$ cat config.mk
export PLATFORM = sky130hd
export DESIGN_NAME = aes_dec_arbiter_flat
export DESIGN_NICKNAME = d
export VERILOG_FILES = /design/src/rtl/aes_pkg.sv /design/src/rtl/aes_dec_arbiter_if.sv /design/src/rtl/aes_dec_arbiter_rr_arbiter2.sv /design/src/rtl/aes_dec_arbiter.sv /design/src/flat_wrapper.sv
export SDC_FILE = /design/constraint.sdc
export NUM_CORES = 1
export LEC_CHECK = 0
export BUFFER_PORTS_ARGS = -buffer_cell sky130_fd_sc_hd__buf_2
export CAP_MARGIN = 10
export CORE_AREA = 8 8 245 247
export DETAILED_ROUTE_END_ITERATION = 6
export DIE_AREA = 0 0 253 255
export PLACE_DENSITY_LB_ADDON = 0.3
export SKIP_LAST_GASP = 1
export SLEW_MARGIN = 10
export SYNTH_ARGS = -nofsm -noshare
export SYNTH_HDL_FRONTEND = slang
export SYNTH_SLANG_ARGS = --single-unit
$ cat constraint.sdc
create_clock -name clk -period 9.63 [get_ports clk]
set_input_delay 0.4815 -clock clk [delete_from_list [all_inputs] [get_ports clk]]
set_output_delay 0.4815 -clock clk [all_outputs]
set_load 0.1 [all_outputs]
$ cat src/rtl/aes_pkg.sv
// Shared definitions for the AES decryption-core arbiter: block width,
// requester count and the FSM state encoding.
package aes_pkg;

    localparam int unsigned BLOCK_W = 128;
    localparam int unsigned NUM_REQ = 2;

    typedef logic [BLOCK_W-1:0] aes_block_t;

    typedef enum logic [1:0] {
        IDLE  = 2'd0,
        ISSUE = 2'd1,
        BUSY  = 2'd2,
        RESP  = 2'd3
    } aes_state_e;

endpackage

$ cat src/rtl/aes_dec_arbiter_if.sv
// Requester, core and response signals shared between the arbiter (slave)
// and its environment (master).
interface aes_dec_arbiter_if import aes_pkg::*; ();

    logic [NUM_REQ-1:0] req_valid;
    logic [NUM_REQ-1:0] req_ready;
    aes_block_t         req_data0;
    aes_block_t         req_data1;

    logic               core_start;
    aes_block_t         core_data;
    logic               core_done;
    aes_block_t         core_result;

    logic [NUM_REQ-1:0] resp_valid;
    logic [NUM_REQ-1:0] resp_ready;
    aes_block_t         resp_data;
    logic               resp_err;

    modport slave (
        input  req_valid, req_data0, req_data1, core_done, core_result, resp_ready,
        output req_ready, core_start, core_data, resp_valid, resp_data, resp_err
    );

    modport master (
        output req_valid, req_data0, req_data1, core_done, core_result, resp_ready,
        input  req_ready, core_start, core_data, resp_valid, resp_data, resp_err
    );

endinterface

$ cat src/rtl/aes_dec_arbiter_rr_arbiter2.sv
// Two-way round-robin grant: the pointer breaks ties, a lone request wins.
module rr_arbiter2 (
    input  logic [1:0] req,
    input  logic       ptr,
    output logic [1:0] grant
);

    // One-hot grant, preferred requester wins only on contention
    always_comb begin
        grant = req;
        if (req == 2'b11) begin
            grant = ptr ? 2'b10 : 2'b01;
        end
    end

endmodule

$ cat src/rtl/aes_dec_arbiter.sv
// Arbitrates two requesters onto one AES decryption core, one block in
// flight at a time. Optional BUSY watchdog enabled by AES_DEC_ARB_TIMEOUT_EN.
module aes_dec_arbiter import aes_pkg::*; #(
    parameter int unsigned TIMEOUT_CYCLES = 32
) (
    input  logic             clk,
    input  logic             rst,
    aes_dec_arbiter_if.slave bus
);

    localparam logic [1:0] ST_IDLE  = 2'(IDLE);
    localparam logic [1:0] ST_ISSUE = 2'(ISSUE);
    localparam logic [1:0] ST_BUSY  = 2'(BUSY);
    localparam logic [1:0] ST_RESP  = 2'(RESP);

    logic [1:0] state;
    logic [1:0] state_nxt;
    logic       ptr;
    logic       gnt_q;
    logic [1:0] gnt_onehot;
    aes_block_t hold;
    aes_block_t result;
    logic       timeout_hit;
    logic       accept;
    logic       resp_done;

    rr_arbiter2 u_arb (
        .req   (bus.req_valid),
        .ptr   (ptr),
        .grant (gnt_onehot)
    );

    assign accept    = (state == ST_IDLE) && (|bus.req_valid);
    assign resp_done = (state == ST_RESP) && bus.resp_ready[gnt_q];

`ifdef AES_DEC_ARB_TIMEOUT_EN
    localparam int unsigned CNT_W = $clog2(TIMEOUT_CYCLES + 1);

    logic [CNT_W-1:0] tmo_cnt;
    logic             err;

    // Counts BUSY cycles, restarting each time a block is issued
    always_ff @(posedge clk or posedge rst) begin
        if (rst) begin
            tmo_cnt <= '0;
        end else if (state == ST_ISSUE) begin
            tmo_cnt <= '0;
        end else if (state == ST_BUSY) begin
            tmo_cnt <= tmo_cnt + CNT_W'(1);
        end
    end

    // The current BUSY cycle is the last one allowed
    assign timeout_hit = (state == ST_BUSY) && (tmo_cnt == CNT_W'(TIMEOUT_CYCLES - 1));

    // Error flag for the pending response; a real completion always wins
    always_ff @(posedge clk or posedge rst) begin
        if (rst) begin
            err <= 1'b0;
        end else if (state == ST_BUSY) begin
            if (bus.core_done) begin
                err <= 1'b0;
            end else if (timeout_hit) begin
                err <= 1'b1;
            end
        end
    end

    assign bus.resp_err = err;
`else
    // TIMEOUT_CYCLES only shapes the watchdog build
    if (TIMEOUT_CYCLES == 0) begin : g_tmo_cfg_unused
    end

    assign timeout_hit  = 1'b0;
    assign bus.resp_err = 1'b0;
`endif

    // State register
    always_ff @(posedge clk or posedge rst) begin
        if (rst) begin
            state <= ST_IDLE;
        end else begin
            state <= state_nxt;
        end
    end

    // Next state and handshake outputs
    always_comb begin
        state_nxt      = state;
        bus.req_ready  = '0;
        bus.core_start = 1'b0;
        bus.resp_valid = '0;
        case (state)
            ST_IDLE: begin
                if (!rst && accept) begin
                    bus.req_ready = gnt_onehot;
                    state_nxt     = ST_ISSUE;
                end
            end
            ST_ISSUE: begin
                bus.core_start = 1'b1;
                state_nxt      = ST_BUSY;
            end
            ST_BUSY: begin
                if (bus.core_done || timeout_hit) begin
                    state_nxt = ST_RESP;
                end
            end
            ST_RESP: begin
                bus.resp_valid = gnt_q ? 2'b10 : 2'b01;
                if (bus.resp_ready[gnt_q]) begin
                    state_nxt = ST_IDLE;
                end
            end
            default: state_nxt = ST_IDLE;
        endcase
    end

    // Capture the granted ciphertext and who owns it
    always_ff @(posedge clk or posedge rst) begin
        if (rst) begin
            hold  <= '0;
            gnt_q <= 1'b0;
        end else if (accept) begin
            hold  <= gnt_onehot[1] ? bus.req_data1 : bus.req_data0;
            gnt_q <= gnt_onehot[1];
        end
    end

    // Capture the plaintext, or zero on a watchdog abort
    always_ff @(posedge clk or posedge rst) begin
        if (rst) begin
            result <= '0;
        end else if (state == ST_BUSY) begin
            if (bus.core_done) begin
                result <= bus.core_result;
            end else if (timeout_hit) begin
                result <= '0;
            end
        end
    end

    // Pointer prefers the other requester once a response is handed over
    always_ff @(posedge clk or posedge rst) begin
        if (rst) begin
            ptr <= 1'b0;
        end else if (resp_done) begin
            ptr <= ~gnt_q;
        end
    end

    assign bus.core_data = hold;
    assign bus.resp_data = result;

endmodule

$ cat src/flat_wrapper.sv
// flat-port wrapper written by rule: the top's interface ports become plain ports
module aes_dec_arbiter_flat import aes_pkg::*;
#(
    parameter int unsigned TIMEOUT_CYCLES = 32
)
  (clk, rst, bus_req_valid, bus_req_data0, bus_req_data1, bus_core_done, bus_core_result, bus_resp_ready, bus_req_ready, bus_core_start, bus_core_data, bus_resp_valid, bus_resp_data, bus_resp_err);
  aes_dec_arbiter_if bus_i ();
  input  logic clk;
  input  logic rst;
  input wire logic [$bits(bus_i.req_valid)-1:0] bus_req_valid;
  input wire logic [$bits(bus_i.req_data0)-1:0] bus_req_data0;
  input wire logic [$bits(bus_i.req_data1)-1:0] bus_req_data1;
  input wire logic [$bits(bus_i.core_done)-1:0] bus_core_done;
  input wire logic [$bits(bus_i.core_result)-1:0] bus_core_result;
  input wire logic [$bits(bus_i.resp_ready)-1:0] bus_resp_ready;
  output wire logic [$bits(bus_i.req_ready)-1:0] bus_req_ready;
  output wire logic [$bits(bus_i.core_start)-1:0] bus_core_start;
  output wire logic [$bits(bus_i.core_data)-1:0] bus_core_data;
  output wire logic [$bits(bus_i.resp_valid)-1:0] bus_resp_valid;
  output wire logic [$bits(bus_i.resp_data)-1:0] bus_resp_data;
  output wire logic [$bits(bus_i.resp_err)-1:0] bus_resp_err;
  assign bus_i.req_valid = bus_req_valid;
  assign bus_i.req_data0 = bus_req_data0;
  assign bus_i.req_data1 = bus_req_data1;
  assign bus_i.core_done = bus_core_done;
  assign bus_i.core_result = bus_core_result;
  assign bus_i.resp_ready = bus_resp_ready;
  assign bus_req_ready = bus_i.req_ready;
  assign bus_core_start = bus_i.core_start;
  assign bus_core_data = bus_i.core_data;
  assign bus_resp_valid = bus_i.resp_valid;
  assign bus_resp_data = bus_i.resp_data;
  assign bus_resp_err = bus_i.resp_err;
  aes_dec_arbiter #(.TIMEOUT_CYCLES(TIMEOUT_CYCLES)) u_core (.clk(clk), .rst(rst), .bus(bus_i));
endmodule
# Word-level counts from Yosys, hierarchy flattened
# Index checks and enable logic that the tools add are counted.
dict set report word_totals {
  reg_bits 260
  in_bits 391
  output_inout_bits 262
  elab_cells 36
}
dict set report op_classes {
  magnitude_cmp 1
  n_eq_ne 7
  mux 14
  bitwise 1
  n_reduce_logical 8
}
# cell count
set ops {}
lappend ops {{two-way mux 128 bit} 1}
lappend ops {{two-way mux 2 bit} 9}
lappend ops {{one-hot mux 2 bit (4 select lines)} 1}
lappend ops {{equality test 2 bit, second input constant} 3}
lappend ops {{inequality test 2 bit, second input constant} 3}
lappend ops {{logical AND 1 bit} 3}
lappend ops {{two-way mux 1 bit} 3}
lappend ops {{AND reduction 3 bit} 1}
lappend ops {{equality test 2 x 1 -> 1 bit, second input constant} 1}
lappend ops {{logical NOT 2 bit} 1}
lappend ops {{less-than comparator 1 x 2 -> 1 bit, second input constant} 1}
lappend ops {{AND reduction 2 bit} 1}
lappend ops {{OR reduction 2 bit} 1}
lappend ops {{logical NOT 1 bit} 1}
lappend ops {{NOT 1 bit} 1}

# Logic depth before layout (Yosys ltp)
# Gate-level depths: netlist of run 1.
dict set report depth {
  ltp_word 5
  mapped_depth 8
  ltp_nobuf 5
}

# By module
# Synthesis of run 1 repeated with hierarchy kept, for this count alone.
dict set report unflattened {
  cells_unflattened 860
  hier_area_um2 11050.6
}
# mod instances cells_per_inst area_per_inst_um2 seq_area_each_um2
set by_module_without_submodules {}
lappend by_module_without_submodules {aes_dec_arbiter 1 857 11031.8 6506.2}
lappend by_module_without_submodules {rr_arbiter2 1 3 18.8 0.0}

# Least setup slack after synthesis of run 1
# OpenSTA, ideal clock, no wires.
dict set report synth_timing {
  path_type {input to output}
  start {input rst}
  end {output bus_req_ready[0]}
  arrival_ns 7.268
  required_time_ns 9.149
  path_slack_ns 1.880
  path_stages 2
  n_path_buf 0
  cell_sequence {inv_1 > and4_1}
}
dict set report synth_between {
  elab_chain_cells 4
}
# element line
set synth_lines {}
lappend synth_lines {{start: declaration} flat_wrapper.sv:9} ;# input logic rst;
lappend synth_lines {{logical NOT 1 bit (no source line)} n/a}
lappend synth_lines {{logical AND 1 bit} aes_dec_arbiter.sv:96} ;# if (!rst && accept) begin
lappend synth_lines {{two-way mux 2 bit} aes_dec_arbiter.sv:96}
lappend synth_lines {{two-way mux 2 bit} aes_dec_arbiter.sv:94} ;# case (state)
lappend synth_lines {{end: declaration} flat_wrapper.sv:16} ;# output wire logic [$bits(bus_i.req_ready)-1:0] bus_req_ready;
# No other way between the ends.

# Worst setup path after layout of run 1
dict set report layout_timing {
  start {input bus_req_valid[1]}
  end {output bus_req_ready[1]}
}
dict set report layout_between {
  elab_chain_cells 5
  word_cells_on_any_way 7
  classes_between {eq/ne (1); mux (3); reduce/logical (3)}
}
# element line
set layout_lines {}
lappend layout_lines {{start: declaration} flat_wrapper.sv:10} ;# input wire logic [$bits(bus_i.req_valid)-1:0] bus_req_valid;
lappend layout_lines {{OR reduction 2 bit} aes_dec_arbiter.sv:33} ;# assign accept = (state == ST_IDLE) && (|bus.req_valid);
lappend layout_lines {{logical AND 1 bit} aes_dec_arbiter.sv:33}
lappend layout_lines {{logical AND 1 bit} aes_dec_arbiter.sv:96}
lappend layout_lines {{two-way mux 2 bit *} aes_dec_arbiter.sv:96}
lappend layout_lines {{two-way mux 2 bit *} aes_dec_arbiter.sv:94}
# Mark *: on every way between the ends. The rest lies on a longest branch, timed or not.

==> results of run 1 <==
## final cells by class
cell class / count / area share (%)
well taps: 756 / 5.75
inverters: 6 / 0.198
multi-input cells: 666 / 27.6
clock buffers: 42 / 5.57
clock inverters: 12 / 0.851
diodes: 2 / 0.0304
flip-flops and latches: 260 / 39.5
repair buffers: 664 / 20.4
## through the flow
step           instance area [sq um]  worst slack [ns]  std cells  hold slack, ns  util (%)
3_5_place_dp                   15400              6.53       2351           0.487      27.5
3_3_place_gp                   15400              6.57       2351           0.482      27.5
6_report                       16500              6.70       2408           0.137      29.4
4_1_cts                        16500              6.64       2406          0.0954      29.4
2_1_floorplan                  11600              1.88       1032           0.513         -
5_1_grt                        16500              6.51       2407          0.0920      29.4
## worst max-delay path, stage by stage
cell	delay [ns]
buf_4	0.49
buf_4	0.56
nand2b_1	0.17
nor3_1	0.20
buf_2	0.47
## cells by family after synthesis
logic type,Yosys count,synth area share [%]
AND/OR/NAND/NOR,267,13.1
flip-flops,260,56.3
AO/OA/AOI/OAI,262,12.9
buffers and inverters,106,4.41
adder cells (fa/ha/maj),5,0.542
other,1,0.0325
multiplexers,131,12.7
## metal layers
metal / wire [um] / GRT usage (%)
met5: 35 / 0
met4: 735 / 2.76
met1: 18200 / 15.6
met3: 3700 / 3.98
met2: 23900 / 24.2
## synthesized netlist by cell type (all sizes together), types with 2 or more instances
master / instances
nor2b: 3
inv: 6
dfrtp: 260
buf: 75
clkbuf: 25
ha: 5
nor2: 129
nand2: 3
nand3b: 128
mux2i: 2
a31oi: 128
mux2: 129
o21ai: 129
## worst max path at each step
stage / slack [ns] / to / startpoint
CTS: 6.64 / bus_req_ready[1] / bus_req_valid[1]
detailed placement: 6.53 / u_core.bus.core_data[30] / bus_req_valid[1]
floorplan: 1.88 / bus_req_ready[0] / rst
finish: 6.70 / bus_req_ready[1] / bus_req_valid[1]
global placement: 6.57 / u_core.bus.core_data[30] / bus_req_valid[1]
global route: 6.51 / bus_req_ready[1] / bus_req_valid[1]
## state kept, by name (all words and copies together), names as in the netlist
signal / count
u_core.bus.core_data: 128
u_core.ptr: 1
u_core.gnt_q: 1
u_core.bus.resp_data: 128
u_core.state: 2
==> impl_metrics.csv, run 1 <==
group,metric,value,unit
run_status,outcome,"complete, no violations",
yosys,synth_top_area_share,56.3,%
sta,drv_slew,0,
clock_tree,cts_buffers,30,
yosys,synth.area.top_cells,"dfrtp_1, mux2_2, nand3b_1",
clock_tree,cts-hold-fix-buffers,1,
global_routing,grt_start_max_net_pins,137,
yosys,yosys_warnings,0,
sta,tightest_slew,1.05,ns
yosys,synth_top_flop_cell,"dfrtp_1",
detailed_routing,vias_per_cell,4.32,
yosys,syn_area,11600,sq um
yosys,synth_edf_count,0,
global_routing,grt_pass1_wl,67.8,mm
min_path,holdPathStages,2,
yosys,syn_nets,1428,
yosys,synth_cell_types,28,
sta,rsz0062_at_grt,"false",
critical_path,arrival,2.45,ns
clock_tree,htree_levels,1,
detailed_routing,wl_per_cell,19.3,um
yosys,ys_ff_latch,260,
placed_design,dpl.hpwl,35.7,mm
clock_tree,cts.repair.resized,0,
clock_tree,cts_tree,"built",
final_layout,ff_latch_area,6510,sq um
global_routing,antenna_found_initial,7,
critical_path,r2r_setup_slack,6.84,ns
floorplan,die_x,253,um
critical_path,path_class,"in2out",
min_path,hp-class,"in2reg",
floorplan,rows,87,
min_path,hp-start,"bus_core_result[113]",
global_routing,grt.overflow.total,0,
final_layout,fin_nets,2024,
detailed_routing,drc,0,
sta,fmax,0.342,GHz
min_path,holdPathEnd,"u_core.bus.resp_data[113]",
floorplan,die_h,255,um
floorplan,start_util,20.6,%
critical_path,critPathRequiredTime,9.15,ns
clock_tree,root_buffer,"clkbuf_16",
yosys,synth_cells,1032,
placed_design,gp_congestion,0.852,
yosys,ys_seq_area_share,56.3,%
final_layout,syn_to_final_growth,42.5,%
final_layout,multi_input_area,4550,sq um
sta,final.setup.tns,0,ns
yosys,syn_avg_cell_area,11.2,sq um
sta,maxSlewHeadroom,29.7,%
critical_path,cp-start-kind,"input pin",
yosys,yosysTopAreaCell,"dfrtp_1",
sta,finalSetupViolations,0,
final_layout,final_common_cell,"buf_2",
detailed_routing,dr.pass1.iters,5,
critical_path,crit_path_end_kind,"primary output",
global_routing,grt_pass1_vias,10700,
clock_tree,cts_sinks,260,
final_layout,drive_above_1_share,51.6,%
sta,hold_viol_final,0,
critical_path,cp_max_fo,56,
critical_path,r2r_start,"u_core.state[0]",
critical_path,reg2regPathDepth,5,
flow_run,cap_violations,0,
sta,period_needed,2.93,ns
floorplan,core,56000,sq um
detailed_routing,drt_wl_total,46.6,mm
placed_design,portBuffers,651,
final_layout,fill_cells,5995,
yosys,async_reset_ff_share,100,%
clock_tree,path_clk_slew,0.06,ns
clock_tree,clk_path_buf_depth,3,
critical_path,rr_endpoint,"u_core.bus.resp_data[11]",
final_layout,layout_common_cells,"buf_2, dfrtp_1, mux2_2, nor2_1",
clock_tree,clkLatencyLatePin,0.58,ns
sta,finalCritPeriodShare,30.4,%
floorplan,pin_count,653,
detailed_routing,drt_iter0_drc,480,
global_routing,grt_use_total,13.4,%
clock_tree,post-cts-setup-buffers,0,
detailed_routing,vias,10400,
detailed_routing,detail-route-antenna-nets,0,
floorplan,die_area,64500,sq um
sta,fin_skew,0.0172,ns
Power of run 1 is not shown: default switching activity piles up to over one toggle a cycle in this logic, so the estimate is an artifact.
==> run 2, diff against run 1 <==
==> constraint.sdc (replaced) <==
create_clock -name clk -period 2.7 [get_ports clk]
set_input_delay 0.135 -clock clk [delete_from_list [all_inputs] [get_ports clk]]
set_output_delay 0.135 -clock clk [all_outputs]
set_load 0.1 [all_outputs]
==> impl_metrics.csv, run 2 (synthesized netlist as in run 1, its figures left out) <==
group,metric,value,unit
clock_tree,path_clk_slew,0.06,ns
final_layout,drive_above_1_share,41.9,%
clock_tree,cts_buffers,30,
global_routing,antenna_found_initial,8,
placed_design,dpl.hpwl,34.0,mm
detailed_routing,vias_per_cell,4.30,
sta,rsz0062_at_grt,"false",
global_routing,grt.overflow.total,0,
floorplan,die_x,253,um
global_routing,grt_use_total,14.1,%
critical_path,crit_family,"buffers and inverters",
clock_tree,htree_levels,1,
global_routing,grt_pass1_vias,12800,
sta,hold_viol_final,0,
critical_path,critPathRequiredTime,3.20,ns
detailed_routing,drc,0,
critical_path,cp-start-kind,"register",
placed_design,place_ws,0.711,ns
sta,fmax,0.399,GHz
critical_path,crit_path_end_kind,"register",
global_routing,grt_start_max_net_pins,161,
floorplan,core,56000,sq um
detailed_routing,dr.pass1.iters,5,
floorplan,pin_count,653,
sta,period_needed,2.51,ns
critical_path,max_stage_delay,0.58,ns
critical_path,slowest_stage,"dlygate4sd3_1",
clock_tree,root_buffer,"clkbuf_16",
final_layout,layout_common_cells,"buf_2, dlygate4sd3_1, dfrtp_1, mux2_2, nor2_1",
final_layout,fin_nets,2425,
final_layout,syn_to_final_growth,77.8,%
final_layout,fill_cells,5541,
floorplan,start_util,20.6,%
detailed_routing,detail-route-antenna-nets,0,
detailed_routing,wl_per_cell,17.4,um
final_layout,final_common_cell,"buf_2",
sta,fin_skew,0.0183,ns
sta,whs,0.152,ns
floorplan,die_area,64500,sq um
sta,drv_slew,0,
detailed_routing,drt_wl_total,49.0,mm
critical_path,path_buf_inv,4,
run_status,outcome,"complete, no violations",
sta,finalCritPeriodShare,92.9,%
placed_design,portBuffers,651,
sta,finalSetupViolations,0,
floorplan,rows,87,
critical_path,arrival,3.01,ns
detailed_routing,drt_iter0_drc,543,
sta,maxSlewHeadroom,39.8,%
sta,setup_slack,0.192,ns
clock_tree,clk_path_buf_depth,3,
critical_path,crit_chain,"inv_1 > ha_1 > o21a_4 > buf_12 > buf_16 > nor2_1 > a31oi_1 > dlygate4sd3_1",
detailed_routing,vias,12100,
min_path,hp-class,"in2reg",
flow_run,cap_violations,0,
critical_path,path_class,"reg2reg",
clock_tree,cts_sinks,260,
final_layout,instances_no_fill,2811,
critical_path,cp_max_fo,75,
global_routing,grt_pass1_wl,73.4,mm
placed_design,place_inst,2365,
clock_tree,cts_tree,"built",
sta,tightest_slew,0.904,ns
floorplan,die_h,255,um
placed_design,gp_congestion,0.829,
clock_tree,clkLatencyLatePin,0.56,ns
run 2: cell count changes in the layout (fill, tap and decap cells not counted), sizes merged:
cell         before  now
bufinv            3    1
inv               6    5
buf             663  677
dlygate4sd3       1  388
diode             2    8
clkbuf           42   47
clkinv            7    1
run 2: cell type report:
| cell class | count | area [sq um] | area share (%) |
|---|---|---|---|
| diodes | 8 | 20.0 | 0.0975 |
| multi-input cells | 666 | 4560 | 22.2 |
| clock buffers | 47 | 926 | 4.51 |
| flip-flops and latches | 260 | 6510 | 31.7 |
| clock inverters | 3 | 42.5 | 0.207 |
| inverters | 6 | 28.8 | 0.140 |
| repair buffers | 1065 | 7510 | 36.6 |
| well taps | 756 | 946 | 4.61 |
run 2: worst min-delay path, delay by kind of cell:
kind	cells	cell delay [ns]
and+or+nand+nor	1	0.21
buffers and inverters	1	0.12
muxes	1	0.12
AOI/OAI and AO/OA	1	0.09
run 2: metrics by stage:
| step | setup TNS, ns | util [%] | area [sq um] |
|---|---|---|---|
| finish | 0 | 36.7 | 20500 |
| global placement | 0 | 28.0 | 15700 |
| detailed placement | 0 | 28.0 | 15700 |
| CTS | 0 | 36.7 | 20500 |
| floorplan | -228.23 | - | 11600 |
| global route | 0 | 36.7 | 20500 |
run 2: timing repair:
| action | 4_1_cts | 5_1_grt |
|---|---|---|
| buffers inserted | 0 | 0 |
| endpoints found under the hold margin | 506 | 0 |
| setup endpoints to repair | 0 | 2 |
| resized for setup | 0 | 1 |
| hold buffers | 388 | 0 |
run 2: layer usage:
layer	wire length (um)	part of all wire [%]	vias up	GRT usage [%]
li1	-	-	5693	-
met1	18800	38	5772	15.7
met2	24100	49	522	24.5
met3	4530	9.2	103	5.08
met4	1590	3.2	6	5.31
met5	43	0.088	-	0
run 2: path summary, 6_finish.rpt:
kind / slack (ns) / endpoint / depth (start not counted) / startpoint
max in group asynchronous: 1.57 / u_core.bus.resp_data[29] / 4 / rst
min in group asynchronous: 0.34 / u_core.gnt_q / 4 / rst
hold reg to reg: 0.50 / u_core.bus.resp_data[26] / 1 / u_core.bus.resp_data[26]
setup / recovery: 0.19 / u_core.bus.core_data[23] / 8 / u_core.state[0]
setup reg to reg: 0.19 / u_core.bus.core_data[23] / 8 / u_core.state[0]
hold / removal: 0.15 / u_core.state[0] / 4 / bus_core_done
Power of run 2 is left out for the same reason.
==> run 3, diff against run 2 <==
--- a/config.mk
+++ b/config.mk
@@ -7,9 +7,11 @@
 export LEC_CHECK = 0
 export BUFFER_PORTS_ARGS = -buffer_cell sky130_fd_sc_hd__buf_2
 export CAP_MARGIN = 10
-export CORE_AREA = 8 8 245 247
+export CORE_AREA = 8 8 249 251
+export CTS_BUF_LIST = sky130_fd_sc_hd__clkbuf_4 sky130_fd_sc_hd__clkbuf_8
 export DETAILED_ROUTE_END_ITERATION = 6
-export DIE_AREA = 0 0 253 255
+export DIE_AREA = 0 0 257 259
+export GPL_TIMING_DRIVEN = 0
 export PLACE_DENSITY_LB_ADDON = 0.3
 export SKIP_LAST_GASP = 1
 export SLEW_MARGIN = 10
==> impl_metrics.csv, run 3 (synthesized netlist as in run 1, its figures left out) <==
group,metric,value,unit
run_status,outcome,"complete, no violations",
final_layout,fin_nets,2526,
final_layout,syn_to_final_growth,80.7,%
placed_design,place_ws,0.469,ns
sta,rsz0062_at_grt,"true",
sta,setup_slack,0.170,ns
critical_path,critPathRequiredTime,3.21,ns
detailed_routing,wl_per_cell,18.9,um
sta,maxSlewHeadroom,61.5,%
final_layout,final_common_cell,"buf_2",
placed_design,portBuffers,651,
clock_tree,cts_buffers,47,
critical_path,cp-start-kind,"register",
sta,tightest_slew,0.582,ns
floorplan,core,58200,sq um
sta,finalCritPeriodShare,93.7,%
min_path,hp-class,"in2async",
global_routing,grt_use_total,15.8,%
floorplan,die_h,259,um
detailed_routing,vias,12700,
critical_path,cp_max_fo,10,
placed_design,gp_congestion,0.872,
critical_path,crit_path_end_kind,"register",
critical_path,path_buf_inv,5,
sta,fmax,0.395,GHz
clock_tree,path_clk_slew,0.06,ns
floorplan,rows,89,
critical_path,slowest_stage,"dlygate4sd3_1",
detailed_routing,dr.pass1.iters,5,
global_routing,grt_pass1_vias,13900,
critical_path,path_class,"reg2reg",
critical_path,max_stage_delay,0.58,ns
detailed_routing,drt_iter0_drc,598,
critical_path,cp_common_cell,"buf_2",
flow_run,cap_violations,0,
detailed_routing,vias_per_cell,4.30,
sta,period_needed,2.53,ns
floorplan,die_area,66600,sq um
final_layout,layout_common_cells,"buf_2, dlygate4sd3_1, dfrtp_1, mux2_2, nor2_1",
sta,finalSetupViolations,0,
critical_path,crit_chain,"inv_1 > ha_1 > o21a_1 > buf_2 > buf_4 > buf_2 > nor2_1 > a31oi_1 > dlygate4sd3_1",
global_routing,grt.overflow.total,0,
detailed_routing,drc,0,
sta,fin_skew,0.0210,ns
critical_path,crit_family,"buffers and inverters",
detailed_routing,detail-route-antenna-nets,0,
clock_tree,cts_tree,"built",
global_routing,grt_pass1_wl,83.7,mm
sta,hold_viol_final,0,
floorplan,start_util,19.8,%
sta,drv_slew,0,
clock_tree,post-cts-setup-buffers,0,
global_routing,antenna_found_initial,4,
clock_tree,clk_path_buf_depth,3,
floorplan,pin_count,653,
clock_tree,clkLatencyLatePin,0.60,ns
placed_design,dpl.hpwl,41.7,mm
critical_path,arrival,3.04,ns
clock_tree,htree_levels,2,
clock_tree,cts_sinks,260,
clock_tree,root_buffer,"clkbuf_8",
floorplan,die_x,257,um
global_routing,grt_start_max_net_pins,39,
final_layout,drive_above_1_share,44.1,%
detailed_routing,drt_wl_total,55.6,mm
[run 3: worst reg2reg max path, delay by kind of cell (launching register included)]
family,cells,cell delay [ns]
DFF,1,0.41
and+or+nand+nor,1,0.07
buffers and inverters,5,1.44
AOI/OAI and AO/OA,2,0.29
adders and majority gates,1,0.25
[run 3: layout make-up]
cell class | instances | area [sq um]
fillers | 5806 | 37400
repair buffers | 1049 | 7320
flip-flops and latches | 260 | 6510
multi-input cells | 666 | 4540
well taps | 773 | 967
clock buffers | 77 | 935
plain buffers | 100 | 494
clock inverters | 7 | 70.1
inverters | 6 | 26.3
diodes | 3 | 7.51
[run 3: final timing paths]
check                                          from                        to  slack, ns  cells past startpoint
min in group clk                  bus_resp_ready[0]           u_core.state[1]       0.16                      4
max                                 u_core.state[0]  u_core.bus.core_data[54]       0.17                      9
max in group asynchronous                       rst  u_core.bus.resp_data[42]       1.22                      7
min                                             rst                u_core.ptr       0.15                      3
max reg2reg                         u_core.state[0]  u_core.bus.core_data[54]       0.17                      9
min reg2reg                u_core.bus.resp_data[34]  u_core.bus.resp_data[34]       0.50                      1
[run 3: metal layers]
metal  track usage [%]  up-vias  share of wire [%]
li1                  -     5915                  -
met1              17.7     6083                 38
met2              27.8      552                 50
met3              5.36      104                8.0
met4              5.80        0                3.4
met5                 0        -                  0
[run 3: repair_timing]
item | in CTS | in global routing
hold endpoints to repair | 336 | 0
endpoints found under the setup margin | 0 | 72
resized for setup | 0 | 3
hold buffers | 390 | 0
[run 3: metrics by stage]
| step | instances | area (sq um) | utilization [%] | hold WS [ns] | TNS, ns |
|---|---|---|---|---|---|
| final | 2941 | 20900 | 35.8 | 0.154 | 0 |
| after global routing | 2941 | 20900 | 35.8 | 0.120 | -0.00374 |
| after CTS | 2938 | 20900 | 35.8 | 0.0866 | 0 |
| after detailed placement | 2464 | 15900 | 27.4 | 0.207 | 0 |
| after global placement | 2456 | 15800 | 27.1 | 0.367 | -719.52 |
| after floorplan | 1032 | 11600 | - | 0.286 | -228.23 |
Power of run 3 is left out for the same reason.
